<file path="src/rtl/hamming_pkg.sv">
`default_nettype none
// ============================================================================
// Module      : hamming_pkg
// Description : Shared types, the position-to-data-bit map and a reference
//               Hamming(12,8) encoder for the shared SEC decoder.
// Revision    : 1.0 - initial release
// ============================================================================
package hamming_pkg;

    typedef logic [11:0] codeword_t;
    typedef logic [7:0]  data_t;
    typedef logic [3:0]  syndrome_t;

    // Hamming position (1-based) holding data bit dk at index k-1
    localparam int c_data_pos [8] = '{3, 5, 6, 7, 9, 10, 11, 12};

    // Reference encoder: place data bits, then fill each parity position
    // 2^b with the XOR of every position whose index has bit b set.
    function automatic codeword_t hamming_enc(input data_t d);
        codeword_t cw;
        logic      p;
        cw = '0;
        for (int k = 0; k < 8; k++) begin
            cw[c_data_pos[k] - 1] = d[k];
        end
        for (int b = 0; b < 4; b++) begin
            p = 1'b0;
            for (int pos = 1; pos <= 12; pos++) begin
                if ((pos & (1 << b)) != 0) p = p ^ cw[pos - 1];
            end
            cw[(1 << b) - 1] = p;
        end
        return cw;
    endfunction

endpackage
`default_nettype wire

</file>
<file path="src/rtl/hamming_dec_ctrl_if.sv">
`default_nettype none
// ============================================================================
// Module      : hamming_dec_ctrl_if
// Description : Requester, consumer and status signals of the shared decoder.
//               slave = decoder side, master = requester/consumer side.
// Revision    : 1.0 - initial release
// ============================================================================
interface hamming_dec_ctrl_if #(
    parameter int CNT_W = 16
);
    import hamming_pkg::*;

    logic             vld_a;
    codeword_t        cw_a;
    logic             rdy_a;
    logic             vld_b;
    codeword_t        cw_b;
    logic             rdy_b;
    logic             corr_en;
    logic             clr_cnt;
    logic             out_vld;
    logic             out_rdy;
    data_t            out_data;
    logic             out_src;
    syndrome_t        out_syn;
    logic             out_corr;
    logic             out_uncorr;
    logic [CNT_W-1:0] corr_cnt;
    logic [CNT_W-1:0] uncorr_cnt;

    modport slave (
        input  vld_a, cw_a, vld_b, cw_b, corr_en, clr_cnt, out_rdy,
        output rdy_a, rdy_b, out_vld, out_data, out_src, out_syn,
               out_corr, out_uncorr, corr_cnt, uncorr_cnt
    );

    modport master (
        output vld_a, cw_a, vld_b, cw_b, corr_en, clr_cnt, out_rdy,
        input  rdy_a, rdy_b, out_vld, out_data, out_src, out_syn,
               out_corr, out_uncorr, corr_cnt, uncorr_cnt
    );

endinterface
`default_nettype wire

</file>
<file path="src/rtl/hamming_dec_core.sv">
`default_nettype none
// ============================================================================
// Module      : hamming_dec_core
// Description : Combinational Hamming(12,8) single-error-correcting decoder.
//               Syndrome 1..12 names the bad position; 13..15 is invalid and
//               the data bits are passed through untouched.
// Revision    : 1.0 - initial release
// ============================================================================
module hamming_dec_core
    import hamming_pkg::*;
(
    input  wire codeword_t i_cw,
    input  wire logic      i_corr_en,
    output data_t          o_data,
    output syndrome_t      o_syn,
    output logic           o_corr,
    output logic           o_uncorr
);

    syndrome_t w_syn;
    codeword_t w_cw_fix;

    // Syndrome, optional single-bit flip, then data extraction
    always_comb begin
        w_syn    = '0;
        w_cw_fix = i_cw;
        o_data   = '0;
        for (int b = 0; b < 4; b++) begin
            for (int pos = 1; pos <= 12; pos++) begin
                if ((pos & (1 << b)) != 0) w_syn[b] = w_syn[b] ^ i_cw[pos - 1];
            end
        end
        // Flipping a parity position is harmless: only data bits are extracted
        for (int pos = 1; pos <= 12; pos++) begin
            if (i_corr_en && (w_syn == 4'(pos))) w_cw_fix[pos - 1] = ~i_cw[pos - 1];
        end
        for (int k = 0; k < 8; k++) begin
            o_data[k] = w_cw_fix[c_data_pos[k] - 1];
        end
        o_syn    = w_syn;
        o_corr   = i_corr_en && (w_syn != 4'd0) && (w_syn <= 4'd12);
        o_uncorr = (w_syn >= 4'd13);
    end

endmodule
`default_nettype wire

</file>
<file path="src/rtl/hamming_dec_ctrl.sv">
`default_nettype none
// ============================================================================
// Module      : hamming_dec_ctrl
// Description : Round-robin shares one Hamming(12,8) decoder between two
//               requesters behind a two-stage valid/ready pipeline, with
//               saturating corrected/uncorrectable word counters.
// Revision    : 1.0 - initial release
// ============================================================================
module hamming_dec_ctrl
    import hamming_pkg::*;
#(
    parameter int CNT_W = 16
) (
    input  wire logic         clk,
    input  wire logic         rst_n,
    hamming_dec_ctrl_if.slave bus
);

    logic             r_prio;      // 0: A preferred on contention, 1: B
    logic             r_s1_vld;
    codeword_t        r_s1_cw;
    logic             r_s1_src;
    logic             r_out_vld;
    data_t            r_out_data;
    logic             r_out_src;
    syndrome_t        r_out_syn;
    logic             r_out_corr;
    logic             r_out_uncorr;
    logic [CNT_W-1:0] r_corr_cnt;
    logic [CNT_W-1:0] r_uncorr_cnt;

    logic      w_s2_en;
    logic      w_s1_free;
    logic      w_gnt_a;
    logic      w_gnt_b;
    logic      w_acc_a;
    logic      w_acc_b;
    logic      w_hs;
    data_t     w_dec_data;
    syndrome_t w_dec_syn;
    logic      w_dec_corr;
    logic      w_dec_uncorr;

    // Handshake and grant logic; a single grant per cycle
    assign w_s2_en   = ~r_out_vld | bus.out_rdy;
    assign w_s1_free = ~r_s1_vld | w_s2_en;
    assign w_gnt_a   = bus.vld_a & (~bus.vld_b | ~r_prio);
    assign w_gnt_b   = bus.vld_b & (~bus.vld_a |  r_prio);
    assign w_acc_a   = w_s1_free & w_gnt_a;
    assign w_acc_b   = w_s1_free & w_gnt_b;
    assign w_hs      = r_out_vld & bus.out_rdy;

    assign bus.rdy_a      = w_acc_a;
    assign bus.rdy_b      = w_acc_b;
    assign bus.out_vld    = r_out_vld;
    assign bus.out_data   = r_out_data;
    assign bus.out_src    = r_out_src;
    assign bus.out_syn    = r_out_syn;
    assign bus.out_corr   = r_out_corr;
    assign bus.out_uncorr = r_out_uncorr;
    assign bus.corr_cnt   = r_corr_cnt;
    assign bus.uncorr_cnt = r_uncorr_cnt;

    hamming_dec_core u_core (
        .i_cw      (r_s1_cw),
        .i_corr_en (bus.corr_en),
        .o_data    (w_dec_data),
        .o_syn     (w_dec_syn),
        .o_corr    (w_dec_corr),
        .o_uncorr  (w_dec_uncorr)
    );

    // Round-robin pointer: the requester just served loses the next tie
    always_ff @(posedge clk) begin
        if (!rst_n) begin
            r_prio <= 1'b0;
        end else if (w_acc_a | w_acc_b) begin
            r_prio <= w_acc_a;
        end
    end

    // Stage 1: capture the granted codeword, empty when it moves on
    always_ff @(posedge clk) begin
        if (!rst_n) begin
            r_s1_vld <= 1'b0;
            r_s1_cw  <= '0;
            r_s1_src <= 1'b0;
        end else if (w_acc_a | w_acc_b) begin
            r_s1_vld <= 1'b1;
            r_s1_cw  <= w_acc_a ? bus.cw_a : bus.cw_b;
            r_s1_src <= w_acc_b;
        end else if (w_s2_en) begin
            r_s1_vld <= 1'b0;
        end
    end

    // Stage 2: decoded output registers, frozen while the consumer stalls
    always_ff @(posedge clk) begin
        if (!rst_n) begin
            r_out_vld    <= 1'b0;
            r_out_data   <= '0;
            r_out_src    <= 1'b0;
            r_out_syn    <= '0;
            r_out_corr   <= 1'b0;
            r_out_uncorr <= 1'b0;
        end else if (w_s2_en) begin
            r_out_vld <= r_s1_vld;
            if (r_s1_vld) begin
                r_out_data   <= w_dec_data;
                r_out_src    <= r_s1_src;
                r_out_syn    <= w_dec_syn;
                r_out_corr   <= w_dec_corr;
                r_out_uncorr <= w_dec_uncorr;
            end
        end
    end

    // Saturating counters bumped on delivered words; a clear beats a bump
    always_ff @(posedge clk) begin
        if (!rst_n || bus.clr_cnt) begin
            r_corr_cnt   <= '0;
            r_uncorr_cnt <= '0;
        end else if (w_hs) begin
            if (r_out_corr && (r_corr_cnt != {CNT_W{1'b1}})) begin
                r_corr_cnt <= r_corr_cnt + 1'b1;
            end
            if (r_out_uncorr && (r_uncorr_cnt != {CNT_W{1'b1}})) begin
                r_uncorr_cnt <= r_uncorr_cnt + 1'b1;
            end
        end
    end

endmodule
`default_nettype wire

</file>
<file path="src/flat_wrapper.sv">
// flat-port wrapper written by rule: the top's interface ports become plain ports
module hamming_dec_ctrl_flat import hamming_pkg::*;
#(
    parameter int CNT_W = 16
)
  (clk, rst_n, bus_vld_a, bus_cw_a, bus_vld_b, bus_cw_b, bus_corr_en, bus_clr_cnt, bus_out_rdy, bus_rdy_a, bus_rdy_b, bus_out_vld, bus_out_data, bus_out_src, bus_out_syn, bus_out_corr, bus_out_uncorr, bus_corr_cnt, bus_uncorr_cnt);
  hamming_dec_ctrl_if #(.CNT_W(CNT_W)) bus_i ();
  input  wire logic clk;
  input  wire logic rst_n;
  input wire logic [$bits(bus_i.vld_a)-1:0] bus_vld_a;
  input wire logic [$bits(bus_i.cw_a)-1:0] bus_cw_a;
  input wire logic [$bits(bus_i.vld_b)-1:0] bus_vld_b;
  input wire logic [$bits(bus_i.cw_b)-1:0] bus_cw_b;
  input wire logic [$bits(bus_i.corr_en)-1:0] bus_corr_en;
  input wire logic [$bits(bus_i.clr_cnt)-1:0] bus_clr_cnt;
  input wire logic [$bits(bus_i.out_rdy)-1:0] bus_out_rdy;
  output wire logic [$bits(bus_i.rdy_a)-1:0] bus_rdy_a;
  output wire logic [$bits(bus_i.rdy_b)-1:0] bus_rdy_b;
  output wire logic [$bits(bus_i.out_vld)-1:0] bus_out_vld;
  output wire logic [$bits(bus_i.out_data)-1:0] bus_out_data;
  output wire logic [$bits(bus_i.out_src)-1:0] bus_out_src;
  output wire logic [$bits(bus_i.out_syn)-1:0] bus_out_syn;
  output wire logic [$bits(bus_i.out_corr)-1:0] bus_out_corr;
  output wire logic [$bits(bus_i.out_uncorr)-1:0] bus_out_uncorr;
  output wire logic [$bits(bus_i.corr_cnt)-1:0] bus_corr_cnt;
  output wire logic [$bits(bus_i.uncorr_cnt)-1:0] bus_uncorr_cnt;
  assign bus_i.vld_a = bus_vld_a;
  assign bus_i.cw_a = bus_cw_a;
  assign bus_i.vld_b = bus_vld_b;
  assign bus_i.cw_b = bus_cw_b;
  assign bus_i.corr_en = bus_corr_en;
  assign bus_i.clr_cnt = bus_clr_cnt;
  assign bus_i.out_rdy = bus_out_rdy;
  assign bus_rdy_a = bus_i.rdy_a;
  assign bus_rdy_b = bus_i.rdy_b;
  assign bus_out_vld = bus_i.out_vld;
  assign bus_out_data = bus_i.out_data;
  assign bus_out_src = bus_i.out_src;
  assign bus_out_syn = bus_i.out_syn;
  assign bus_out_corr = bus_i.out_corr;
  assign bus_out_uncorr = bus_i.out_uncorr;
  assign bus_corr_cnt = bus_i.corr_cnt;
  assign bus_uncorr_cnt = bus_i.uncorr_cnt;
  hamming_dec_ctrl #(.CNT_W(CNT_W)) u_core (.clk(clk), .rst_n(rst_n), .bus(bus_i));
endmodule
</file>
<file path="config.mk">
export PLATFORM = sky130hd
export DESIGN_NAME = hamming_dec_ctrl_flat
export DESIGN_NICKNAME = d
export VERILOG_FILES = /design/src/rtl/hamming_pkg.sv /design/src/rtl/hamming_dec_ctrl_if.sv /design/src/rtl/hamming_dec_core.sv /design/src/rtl/hamming_dec_ctrl.sv /design/src/flat_wrapper.sv
export SDC_FILE = /design/constraint.sdc
export NUM_CORES = 1
export LEC_CHECK = 0
export ABC_CLOCK_PERIOD_IN_PS = 2230
export CAP_MARGIN = 5
export CORE_ASPECT_RATIO = 2
export CORE_UTILIZATION = 51
export CTS_BUF_LIST = sky130_fd_sc_hd__clkbuf_2 sky130_fd_sc_hd__clkbuf_4 sky130_fd_sc_hd__clkbuf_8
export CTS_CLUSTER_SIZE = 30
export DETAILED_ROUTE_END_ITERATION = 8
export PLACE_DENSITY = 0.91
export SYNTH_ARGS = -nofsm -noshare
export SYNTH_HDL_FRONTEND = slang
export SYNTH_SLANG_ARGS = --single-unit
</file>
<file path="constraint.sdc">
create_clock -name clk -period 2.23 [get_ports clk]
set_clock_uncertainty 0.05 [all_clocks]
set_input_delay 0.446 -clock clk [delete_from_list [all_inputs] [get_ports clk]]
set_output_delay 0.446 -clock clk [all_outputs]
set_load 0.1 [all_outputs]
</file>
## Word-level counts from Yosys, hierarchy flattened

Cells that the tools add are included.

- Div/mod/pow operators: 0
- Add/sub/neg operators: 2
- Reduce and logical (&&, ||, !) cells: 19
- $mul: 0
- Magnitude comparators: 2
- Equal/unequal tests: 10
- Shift operators: 0
- Multiplexer cells: 11
- Bitwise gates (word level): 41

Operators with widths:

| cell | number |
|---|---|
| $add A16 B1 Y16 const B | 2 |
| $ne A16 B16 Y1 const B | 2 |
| $xor A1 B1 Y1 | 18 |
| $eq A4 B4 Y1 const B | 4 |
| $not A1 Y1 | 13 |
| $eq A4 B3 Y1 const B | 3 |
| $logic_and A1 B1 Y1 | 12 |
| $mux W12 | 1 |
| $mux W1 | 10 |
| $reduce_and A2 Y1 | 3 |
| $and A1 B1 Y1 | 5 |
| $or A1 B1 Y1 | 5 |
| $eq A4 B2 Y1 const B | 1 |
| $ge A4 B4 Y1 const B | 1 |
| $le A4 B4 Y1 const B | 1 |
| $reduce_bool A4 Y1 | 1 |
| $reduce_bool A2 Y1 | 1 |
| $logic_not A1 Y1 | 1 |
| $logic_or A1 B1 Y1 | 1 |

- Bits in read-only memories: 0
- RAM bits: 0
- Memories: 0
- Flip-flop bits (word level): 63
- Latch bits: 0
- Output and inout bits: 50
- Word-level logic and storage cells: 97

## Logic depth before layout (Yosys ltp)

Gate-level depths: netlist of the first run.

- Depth after elaboration: 8
- Depth in mapped cells: 7
- Depth with buffers taken out: 6

## Cells and area by module

From an unflattened synthesis of the first run, not the netlist that was laid out.

- Cell total of the unflattened synthesis: 385
- Area total of the unflattened synthesis: 3278.1 um^2

Modules (own cells, without submodules):

| module | seq. area each (um^2) | cells an instance | area each (um^2) | times used |
|---|---|---|---|---|
| hamming_dec_ctrl | 1261.2 | 346 | 2920.3 | 1 |
| hamming_dec_core | 0.0 | 39 | 357.8 | 1 |

## Worst setup path before layout of the first run

Ideal clock, no wire load.

- Kind: reg-to-output
- Start point: register u_core.r_out_vld, in the netlist u_core.bus.out_vld
- End point: output port bus_rdy_a
- Required time: 1.734 ns
- Setup slack: -0.545 ns
- Stages on the path, launching flop included: 6
- Data arrival time: 2.279 ns
- Buffers on the path: 1
- Path through: dfxtp_1 > nor2b_1 > nand2_1 > nand3_1 > clkbuf_1 > inv_1

- Word-level cells in the longest chain between the ends: 4

Ends and longest elaborated chain:

| item | line | RTL |
|---|---|---|
| start, declared | hamming_dec_ctrl.sv:23 | `logic r_out_vld;` |
| start signal, assigned | hamming_dec_ctrl.sv:107 | `r_out_vld <= r_s1_vld;` |
| $not A1 Y1 | hamming_dec_ctrl.sv:45 | `assign w_s2_en = ~r_out_vld \| bus.out_rdy;` |
| $or A1 B1 Y1 | hamming_dec_ctrl.sv:45 |  |
| $or A1 B1 Y1 | hamming_dec_ctrl.sv:46 | `assign w_s1_free = ~r_s1_vld \| w_s2_en;` |
| $and A1 B1 Y1 | hamming_dec_ctrl.sv:49 | `assign w_acc_a = w_s1_free & w_gnt_a;` |
| end, declared | flat_wrapper.sv:17 | `output wire logic [$bits(bus_i.rdy_a)-1:0] bus_rdy_a;` |

Every way passes these cells.

## Worst setup path after layout of the first run

- Start point: register u_core.r_s1_cw[10]
- End point: register u_core.r_out_data[2], in the netlist u_core.bus.out_data[2]

- Word-level cells in the longest chain between the ends: 5

Ends and longest elaborated chain:

| item | line | RTL |
|---|---|---|
| start, declared | hamming_dec_ctrl.sv:21 | `codeword_t r_s1_cw;` |
| start signal, assigned | hamming_dec_ctrl.sv:90 | `r_s1_cw <= w_acc_a ? bus.cw_a : bus.cw_b;` |
| $xor A1 B1 Y1 (2 in series) | hamming_dec_core.sv:30 | `if ((pos & (1 << b)) != 0) w_syn[b] = w_syn[b] ^ i_cw[pos - 1];` |
| $eq A4 B3 Y1 (*) | hamming_dec_core.sv:35 | `if (i_corr_en && (w_syn == 4'(pos))) w_cw_fix[pos - 1] = ~i_cw[pos - 1];` |
| $logic_and A1 B1 Y1 (*) | hamming_dec_core.sv:35 |  |
| $mux W1 (*) | hamming_dec_core.sv:35 |  |
| end signal, assigned | hamming_dec_ctrl.sv:109 | `r_out_data <= w_dec_data;` |
| end, declared | hamming_dec_ctrl.sv:24 | `data_t r_out_data;` |

Mark *: on every way between the ends. The rest lies on a longest branch, timed or not.
A chain may end at the register's enable or synchronous reset.

==> summary.md, run 1 <==
| Metric | Value |
|---|---|
| Setup slack, reg-to-reg | 0.08 ns |
| WS Path Type | reg -> reg |
| Die footprint | 6696 um2 |
| Tmin final | 2.154 ns |
| Io pins | 81 |
| Pwr per Cell Area | 730.6 nW/um2 |
| CP max stage delay | 0.54 ns |
| Crit. End Element | flip-flop |
| Port bufs | 80 |
| Synth area leader | dfxtp_1 |
| Initial antenna violation count | 0 |
| Setup_tns | 0 ns |
| Inserted Clock Buffers | 9 |
| Die width | 58.37 um |
| Commonest non-fill, non-tap cell in the layout | buf_4 |
| Post-synthesis register bit count | 63 |
| Crit path top cell by count | xnor2_1 |
| Slew Viols, Final | 0 |
| Sw Share | 34.80% |
| Ranking of synthesized cells by area | dfxtp_1 39%, xnor2_1 11%, nor2_1 5.9%, a211oi_1 5.1%, mux2i_1 4.6% |
| Final setup violating endpoints | 0 |
| Sequential group share of total power | 38.3% |
| Vias/cell | 5.507 |
| Most frequent cells in the layout | 70 x buf_4, 51 x nor2_1, 38 x xnor2_1 |
| Final Wtd Congestion | 0.9310 |
| Core Box Area | 6056 um2 |
| Row cnt | 40 |
| Slew Limit Headroom | 54.63% |
| Initial core utilization | 53.51% |
| Comb power frac | 31.8% |
| Worst path slowest cell | xnor3_1 |
| Hpwl dp | 5980 um |
| Worst min path class | reg -> reg |
| Number of max-cap violations | 0 |
| Clock Latency Late Sink | 0.35 ns |
| Status | completed |
| Worst setup margin | 0.07579 ns |
| Unrepaired setup endpoints after global routing | yes |
| First-pass GRT wire length | 12,850 um |
| Post-Synthesis Cells | 356 |
| Fin nets | 486 |
| Largest net degree at the start of global routing | 27 |
| CP arrival | 2.33 ns |
| Syn Nets | 389 |
| Worst-Margin Slew | 0.6744 ns |
| GRT Residual Overflow | 0 |
| Vias in the first global route | 2,932 |
| Final worst path period share | 96.60% |
| Clock Sinks | 63 |
| Post-place setup slack | -0.05940 ns |
| Final non-filler cell area | 4427 um2 |
| Syn avg cell area | 9.103 um2 |
| CTS tree | done |
| Post-synthesis sequential area ratio | 38.92% |
| Layout cells sized above 1 | 30.57% |
| Via count | 2,985 |
| CP startpoint kind | flip-flop |
| Async SR Flop Fraction | 0% |
| Die Y | 114.7 um |
| Placed Cells | 523 |
| Area grow syn2layout | 36.60% |
| Htree depth | 3 |
| Routed wire length per instance | 14.34 um |
| Clk pwr share | 29.9% |
| Required @ worst endpoint | 2.41 ns |
| Synth top area share | 38.92% |
| Total net switching power | 1.126 mW |
| Hold slack final | 0.4089 ns |
| Syn. warnings | 0 |
| Distinct cells, synth | 43 |
| Max Clk Rate | 464.2 MHz |
| Max clock buf depth | 2 |
| N_diodes | 0 |
| Final Hold Vio Count | 0 |
| Drt drc | 0 |
| Leakage power | 1.664 nW |
| Cell internal pwr | 2.108 mW |
| Root buffer cell | clkbuf_8 |
| Initial DRC Count | 211 |
| Top FF cell, synth | dfxtp_1 |
| Area post-placement | 4177 um2 |
| Initial DRT Pass Iterations | 4 |
| Post-cts hold buffer count | 0 |
| Gr usage total | 25.29% |
| Cell area after synthesis | 3241 um2 |
| Antenna-violating nets left | 0 |
| Clock transition at the registers of the reported paths | 0.06 ns |
| Maximum VDD drop | 0.0004343 V |
| Final wirelength | 7772 um |
| Number of enable flip-flop cells after synthesis | 0 |
| Sequence of cells on the critical path | xnor2_1 -> xnor3_1 -> a2111oi_2 -> xnor2_1 -> a21oi_1 |
| Layout Cells excl Fill | 542 |
| CP max FO | 5 |
-- cell type report --
cell class / instances / area, um2
multi-input cells: 269 / 1919
repair buffers: 102 / 865.8
clock buffers: 14 / 186.4
inverters: 8 / 37.54
flip-flops and latches: 63 / 1300
clock inverters: 2 / 12.51
fillers: 442 / 1629
well taps: 84 / 105.1
-- power by group through the flow --
stage / Clock (mW) / Sequential, mW / Combinational [mW]
after detailed placement: 0 / 1.26 / 0.977
after CTS: 0.986 / 1.24 / 0.989
after floorplan: 0 / 1.46 / 0.520
final: 0.968 / 1.24 / 1.03
after global placement: 0 / 1.26 / 0.955
after global routing: 1.04 / 1.25 / 1.08
-- Yosys cell counts, drive strengths merged (3+ instances only) --
library cell,count
a21oi,18
nor2,51
xor2,4
or3,4
and4,3
a211oi,22
nand4,8
dfxtp,63
nor4b,4
mux2i,15
nor4,8
nand2b,3
inv,8
o21ai,9
nand2,28
xnor2,40
xnor3,4
nand3,17
a2111oi,6
nor3,4
and3,3
clkbuf,14
-- per-stage QoR --
step / util, % / total power, mW
4_1_cts: 72.42 / 3.212
6_report: 73.10 / 3.234
2_1_floorplan: - / 1.983
3_3_place_gp: 68.97 / 2.215
3_5_place_dp: 68.97 / 2.240
5_1_grt: 73.10 / 3.371
-- kinds of logic after synthesis --
kind of cell    Yosys count  synth area share [%]
buf+inv                  24                 2.857
mux                      15                 4.633
simple gates            139                 21.12
xor+xnor                 50                 16.95
fa+ha+maj                 2                0.7721
flops                    63                 38.92
compound gates           63                 14.75
-- layer usage --
layer,track usage [%],share of wire (%)
met2,46.28,58
met3,6.637,4.0
met5,0,0
met1,23.71,34
met4,16.67,4.3
-- sequential cells by signal, indices dropped and copies added, names as in the netlist --
register,cells
u_core.bus.corr_cnt,16
u_core.bus.uncorr_cnt,16
u_core.r_s1_cw,12
u_core.bus.out_data,8
u_core.bus.out_syn,4
u_core.bus.out_corr,1
u_core.bus.out_src,1
u_core.bus.out_uncorr,1
u_core.bus.out_vld,1
u_core.r_prio,1
u_core.r_s1_src,1
u_core.r_s1_vld,1
-- final timing paths --
path | from | to | depth (start not counted)
worst max-delay path | u_core.r_s1_cw[10] | u_core.bus.out_data[2] | 5
worst max register to register | u_core.r_s1_cw[10] | u_core.bus.out_data[2] | 5
worst min register to register | u_core.bus.out_src | u_core.bus.out_src | 2
worst min-delay path | u_core.bus.out_src | u_core.bus.out_src | 2
-- critical path, delay by kind of cell, from the launching register on --
family	cells	cell delay, ns
xor gates and xnor gates	3	1.11
AOI/OAI and AO/OA	2	0.46
DFF	1	0.42
-- timing repair --
action / CTS / global route
cloned: 0 / 0
resized for setup: 2 / 3
pin swaps: 0 / 1
setup buffers: 0 / 3
hold endpoints to repair: 0 / 0
setup endpoints to repair: 2 / 5
Power figures use the tool's default switching activity.
==> inputs of run 2 (changes only) <==
--- a/config.mk
+++ b/config.mk
@@ -15,4 +15,6 @@
 export PLACE_DENSITY = 0.91
 export SYNTH_ARGS = -nofsm -noshare
 export SYNTH_HDL_FRONTEND = slang
+export SYNTH_HIERARCHICAL = 1
 export SYNTH_SLANG_ARGS = --single-unit
+export TNS_END_PERCENT = 30
==> summary.md, run 2 <==
| Metric | Value |
|---|---|
| Vias in the first global route | 3,236 |
| Initial DRC Count | 212 |
| Row cnt | 41 |
| Synthesized-area fraction occupied by and/or/nand/nor cells | 28.85% |
| Most frequent cells in the layout | 71 x buf_4, 54 x nand2_1, 36 x a21oi_1 |
| Post-synthesis sequential area ratio | 38.47% |
| Post-synthesis compound-gate area fraction | 16.03% |
| Tmin final | 2.153 ns |
| Final wirelength | 8664 um |
| Post-synthesis mux area share | 4.885% |
| Routed wire length per instance | 15.12 um |
| Top FF cell, synth | dfxtp_1 |
| Reg area | 1301 um2 |
| Cell with the most instances after synthesis | dfxtp_1 |
| Hpwl dp | 6685 um |
| Filler Cell Count | 513 |
| Required @ worst endpoint | 2.46 ns |
| Util after Layout | 70.79% |
| Hold depth | 2 |
| Top layer in use | met4 |
| Cell area after synthesis | 3278 um2 |
| Unrepaired setup endpoints after global routing | yes |
| Maximum VDD drop | 0.0006353 V |
| Root buffer cell | clkbuf_8 |
| Post-cts hold buffer count | 0 |
| Final setup violating endpoints | 0 |
| Final non-filler cell area | 4431 um2 |
| Number of max-cap violations | 0 |
| CP delay by family, top | XOR/XNOR gates |
| CP startpoint kind | flip-flop |
| Syn. warnings | 6 |
| Die width | 58.69 um |
| Final Wtd Congestion | 0.8914 |
| CP max FO | 6 |
| Layout cells sized above 1 | 28.54% |
| Reg-to-Reg Start | u_core/r_s1_cw[11] |
| XOR/XNOR Fraction of Synth Area | 7.290% |
| Top cells by count, synth | 63 x dfxtp_1, 54 x nand2_1, 36 x a21oi_1 |
| Initial antenna violation count | 0 |
| Initial DRT Pass Iterations | 4 |
| Multi-input gate area | 1916 um2 |
| Metal-1 WL | 2896 um |
| Slew Limit Headroom | 34.81% |
| Inserted Clock Buffers | 9 |
| Die Y | 115.4 um |
| Gr usage total | 27.33% |
| Drt drc | 0 |
| Via count | 3,304 |
| Vias/cell | 5.766 |
| Worst path slowest cell | xnor3_1 |
| Crit. End Element | flip-flop |
| Core Box Area | 6259 um2 |
| Synth top area share | 38.47% |
| Fin nets | 516 |
| Synth area leader | dfxtp_1 |
| Clock Sinks | 63 |
| Clock transition at the registers of the reported paths | 0.06 ns |
| Status | completed |
| Hold_sp | u_core/r_s1_src |
| First-pass GRT wire length | 13,840 um |
| Met2 wire len | 5054 um |
| Post-Synthesis Cells | 385 |
| Number of enable flip-flop cells after synthesis | 0 |
| Largest net degree at the start of global routing | 27 |
| Setup slack, reg-to-reg | 0.08 ns |
| GRT Residual Overflow | 0 |
| Crit path top cell by count | xor2_1 |
| Initial core utilization | 52.38% |
| Post-synthesis register bit count | 63 |
| WP buf/inv | 1 |
| Reg-to-Reg End | u_core/bus.out_data[1] |
| Die footprint | 6772 um2 |
| Sink of the worst hold path | u_core/r_s1_src |
| Pwr per Cell Area | 672.4 nW/um2 |
| R2R depth | 8 |
| Ranking of synthesized cells by area | dfxtp_1 38%, nand2_1 6.2%, a21oi_1 5.5%, mux2i_1 4.9%, nand3_1 3.1% |
| Crit path launch | u_core/r_s1_cw[11] |
| Distinct cells, synth | 51 |
| WS Path Type | reg -> reg |
| Max Clk Rate | 464.4 MHz |
| Antenna-violating nets left | 0 |
| Sequence of cells on the critical path | xnor3_1 -> xor2_1 -> buf_4 -> nand3b_1 -> nor3b_2 -> xor2_1 -> nand2_1 -> a21oi_1 |
| Port bufs | 80 |
| Htree depth | 3 |
| Area grow syn2layout | 35.15% |
| Area post-placement | 4227 um2 |
| Commonest non-fill, non-tap cell in the layout | buf_4 |
| Syn Nets | 418 |
| CP max stage delay | 0.43 ns |
| Async SR Flop Fraction | 0% |
| Worst min path class | reg -> reg |
| Slew Viols, Final | 0 |
| WL met3 | 407 um |
| Syn avg cell area | 8.515 um2 |
| N_diodes | 0 |
| CP arrival | 2.38 ns |
| Post-Synth Adder-Cell Area | 0.7634% |
| Io pins | 81 |
| Clock Latency Late Sink | 0.35 ns |
| Leakage power | 1.780 nW |
| Worst-Margin Slew | 0.9759 ns |
| Final Hold Vio Count | 0 |
| Largest family of logic cells by synthesized area | simple AND/OR/NAND/NOR gates |
| Final worst path period share | 96.56% |
| Max clock buf depth | 2 |
| CTS tree | done |
## run 2: final cells by class
type	count	area share [%]
Multi-Input combinational cell	297	43.24
Sequential cell	63	29.37
Timing Repair Buffer	104	20.22
Clock buffer	14	3.784
Tap cell	86	2.429
Inverter	8	0.8472
Clock inverter	1	0.1130
## run 2: worst max-delay path by stage
stage / endpoint / slack, ns / cells past startpoint
finish: u_core/bus.out_data[1] / 0.08 / 8
CTS: bus_rdy_b / 0.02 / 5
global route: u_core/bus.out_corr / -0.01 / 7
floorplan: bus_rdy_a / -0.04 / 5
detailed placement: u_core/bus.uncorr_cnt[15] / -0.12 / 5
global placement: u_core/bus.uncorr_cnt[15] / -0.06 / 5
## run 2: timing repair
action                                  CTS  global route
endpoints found under the setup margin    1             5
buffers inserted                          1             0
cloned                                    0             0
endpoints found under the hold margin     0             0
resized for setup                         1             5
pin swaps                                 0             2
## run 2: worst min-delay path, cell delays in order, from the launching register on
cell,delay (ns)
dfxtp_1,0.31
nand2_1,0.05
a21oi_1,0.05
## run 2: power breakdown
| part | switching (mW) | total (mW) | internal, mW |
|---|---|---|---|
| Sequential | 0.0551 | 1.24 | 1.18 |
| Clock | 0.417 | 0.892 | 0.476 |
| Combinational | 0.523 | 0.850 | 0.327 |
## run 2: cell families (layout without fill, tap and decap cells)
logic type      after synthesis  count (layout)
compound gates               84              84
flops                        63              63
simple gates                175             175
mux                          16              16
fa+ha+maj                     2               2
buf+inv                      25             127
xor+xnor                     20              20
## run 2: layer usage
layer  track usage [%]  up-vias
met5                 0        -
met4             16.98        0
met3             7.087       29
met2             52.41      117
met1             23.95     1539
li1                  -     1619
## run 2: per-stage QoR
step	std cells	hold WS, ns	setup slack [ns]	total power [mW]	setup TNS, ns
2_1_floorplan	385	0.3822	-0.04484	1.851	-0.1549
3_3_place_gp	557	0.3881	-0.06116	2.074	-0.9551
3_5_place_dp	557	0.3972	-0.1232	2.093	-1.690
4_1_cts	573	0.4072	0.01805	2.980	0
5_1_grt	573	0.4311	-0.01308	3.123	-0.01692
6_report	573	0.4068	0.07680	2.979	0
==> inputs of run 3 (changes only) <==
--- a/config.mk
+++ b/config.mk
@@ -8,11 +8,12 @@
 export ABC_CLOCK_PERIOD_IN_PS = 2230
 export CAP_MARGIN = 5
 export CORE_ASPECT_RATIO = 2
-export CORE_UTILIZATION = 51
+export CORE_UTILIZATION = 36
 export CTS_BUF_LIST = sky130_fd_sc_hd__clkbuf_2 sky130_fd_sc_hd__clkbuf_4 sky130_fd_sc_hd__clkbuf_8
 export CTS_CLUSTER_SIZE = 30
 export DETAILED_ROUTE_END_ITERATION = 8
-export PLACE_DENSITY = 0.91
+export PLACE_DENSITY = 0.7
+export RECOVER_POWER = 100
 export SYNTH_ARGS = -nofsm -noshare
 export SYNTH_HDL_FRONTEND = slang
 export SYNTH_HIERARCHICAL = 1
==> summary.md, run 3 (same netlist as run 2, synthesis figures left out) <==
| Metric | Value |
|---|---|
| Status | completed |
| Initial antenna violation count | 0 |
| Sequential group share of total power | 42.1% |
| Maximum VDD drop | 0.0004704 V |
| Most frequent cells in the layout | 54 x nand2_1, 50 x clkbuf_2, 36 x a21oi_1 |
| Busiest grt layer | met2 |
| Gr usage total | 19.36% |
| Crit. End Element | flip-flop |
| Initial core utilization | 37.64% |
| Number of max-cap violations | 0 |
| Cell internal pwr | 1.915 mW |
| Final Wtd Congestion | 0.8407 |
| Via count | 3,244 |
| GRT met1 Usage | 18.07% |
| Die Y | 137.0 um |
| M3 GR Usage | 4.124% |
| Sw Share | 34.62% |
| Antenna-violating nets left | 0 |
| Vias in the first global route | 3,187 |
| Drt drc | 0 |
| Clock Sinks | 63 |
| Reg-to-Reg Start | u_core/r_s1_cw[8] |
| Inserted Clock Buffers | 9 |
| Final non-filler cell area | 4252 um2 |
| Port bufs | 80 |
| Setup repair bufs after CTS | 0 |
| WS Path Type | reg -> reg |
| Max clock buf depth | 2 |
| CP startpoint kind | flip-flop |
| Setup slack, reg-to-reg | 0.11 ns |
| Hpwl dp | 6979 um |
| Htree depth | 3 |
| Core Box Area | 8708 um2 |
| Hold depth | 2 |
| Leakage power | 1.685 nW |
| Unrepaired setup endpoints after global routing | no |
| Sink of the worst hold path | u_core/bus.out_src |
| Slew Viols, Final | 0 |
| Comb power frac | 27.7% |
| Worst min path class | reg -> reg |
| Die footprint | 9515 um2 |
| Area post-placement | 4244 um2 |
| Hold_sp | u_core/r_s1_src |
| Fin nets | 515 |
| CTS tree | done |
| N_diodes | 0 |
| Area grow syn2layout | 29.69% |
| R2R depth | 7 |
| GRT Residual Overflow | 0 |
| Initial DRT Pass Iterations | 4 |
| Pwr per Cell Area | 688.8 nW/um2 |
| Layout cells sized above 1 | 25.93% |
| Commonest non-fill, non-tap cell in the layout | nand2_1 |
| Final worst path period share | 95.14% |
| CP max FO | 6 |
| Met2 GRT Util | 38.30% |
| Clk pwr share | 30.2% |
| Sequence of cells on the critical path | xnor2_2 -> xnor3_1 -> or2_0 -> and3_4 -> nor3b_2 -> nand2_1 -> a21oi_1 |
| Required @ worst endpoint | 2.44 ns |
| Largest net degree at the start of global routing | 32 |
| CP max stage delay | 0.50 ns |
| Worst path slowest cell | xnor3_1 |
| First-pass GRT wire length | 14,470 um |
| Post-cts hold buffer count | 0 |
| Total power | 2.928 mW |
| Slew Limit Headroom | 35.37% |
| Routed wire length per instance | 15.39 um |
| Vias/cell | 5.536 |
| Total net switching power | 1.014 mW |
| Row cnt | 48 |
| Tmin final | 2.122 ns |
| Root buffer cell | clkbuf_8 |
| Final Hold Vio Count | 0 |
| Worst-Margin Slew | 0.9674 ns |
| Reg-to-Reg End | u_core/bus.out_corr |
| Final wirelength | 9017 um |
| Io pins | 81 |
| CP arrival | 2.33 ns |
| Die width | 69.48 um |
| Clock Latency Late Sink | 0.35 ns |
| Final setup violating endpoints | 0 |
| Max Clk Rate | 471.4 MHz |
| Initial DRC Count | 211 |
| Clock transition at the registers of the reported paths | 0.07 ns |
[run 3: layer usage]
layer / vias to the layer above / share of wire [%]
met5: - / 0
met1: 1518 / 36
met2: 99 / 57
met4: 0 / 2.6
met3: 18 / 4.1
li1: 1609 / -
[run 3: power groups by stage]
stage / sequential, mW / combinational [mW] / clock (mW)
after detailed placement: 1.26 / 0.835 / 0
final: 1.23 / 0.812 / 0.884
after global placement: 1.26 / 0.826 / 0
after CTS: 1.23 / 0.837 / 0.908
after floorplan: 1.45 / 0.398 / 0
after global routing: 1.24 / 0.868 / 0.957
[run 3: final cells by class]
type                       count  area (um2)
sequential                    63        1299
inverter                       8       35.03
timing repair buffer         103       744.5
clock inverter                 4       22.52
clock buffer                  11       145.1
fill                         885        4457
multi-input combinational    297        1881
tap                          100       125.1
[run 3: worst max-delay path, delay by kind of cell (launching register included)]
family	cells	cell delay (ns)
compound gates	1	0.14
flops	1	0.41
simple gates	4	0.76
xor+xnor	2	0.66
[run 3: stage by stage]
stage | hold WS, ns | setup TNS [ns] | instances | util [%] | setup slack (ns)
after global placement | 0.3941 | -2.718 | 571 | 48.74 | -0.2105
after detailed placement | 0.3988 | -3.664 | 571 | 48.74 | -0.2263
after global routing | 0.4390 | 0 | 586 | 48.82 | 0.01938
after floorplan | 0.3822 | -0.1549 | 385 | - | -0.04484
final | 0.4089 | 0 | 586 | 48.82 | 0.1085
after CTS | 0.4153 | 0 | 586 | 50.65 | 0.06174
[run 3: worst max path at each step]
stage                            start                         to  slack (ns)
floorplan           u_core/bus.out_vld                  bus_rdy_a       -0.04
global placement           bus_out_rdy  u_core/bus.uncorr_cnt[15]       -0.21
detailed placement         bus_out_rdy  u_core/bus.uncorr_cnt[15]       -0.23
CTS                 u_core/r_s1_cw[11]     u_core/bus.out_data[1]        0.06
global route         u_core/r_s1_cw[4]        u_core/bus.out_corr        0.02
finish               u_core/r_s1_cw[8]        u_core/bus.out_corr        0.11
[run 3: what timing repair did]
action                                  CTS  global route
endpoints found under the setup margin    2             2
resized for setup                         1             2
cloned                                    0             0
pin swaps                                 0             1
endpoints found under the hold margin     0             0
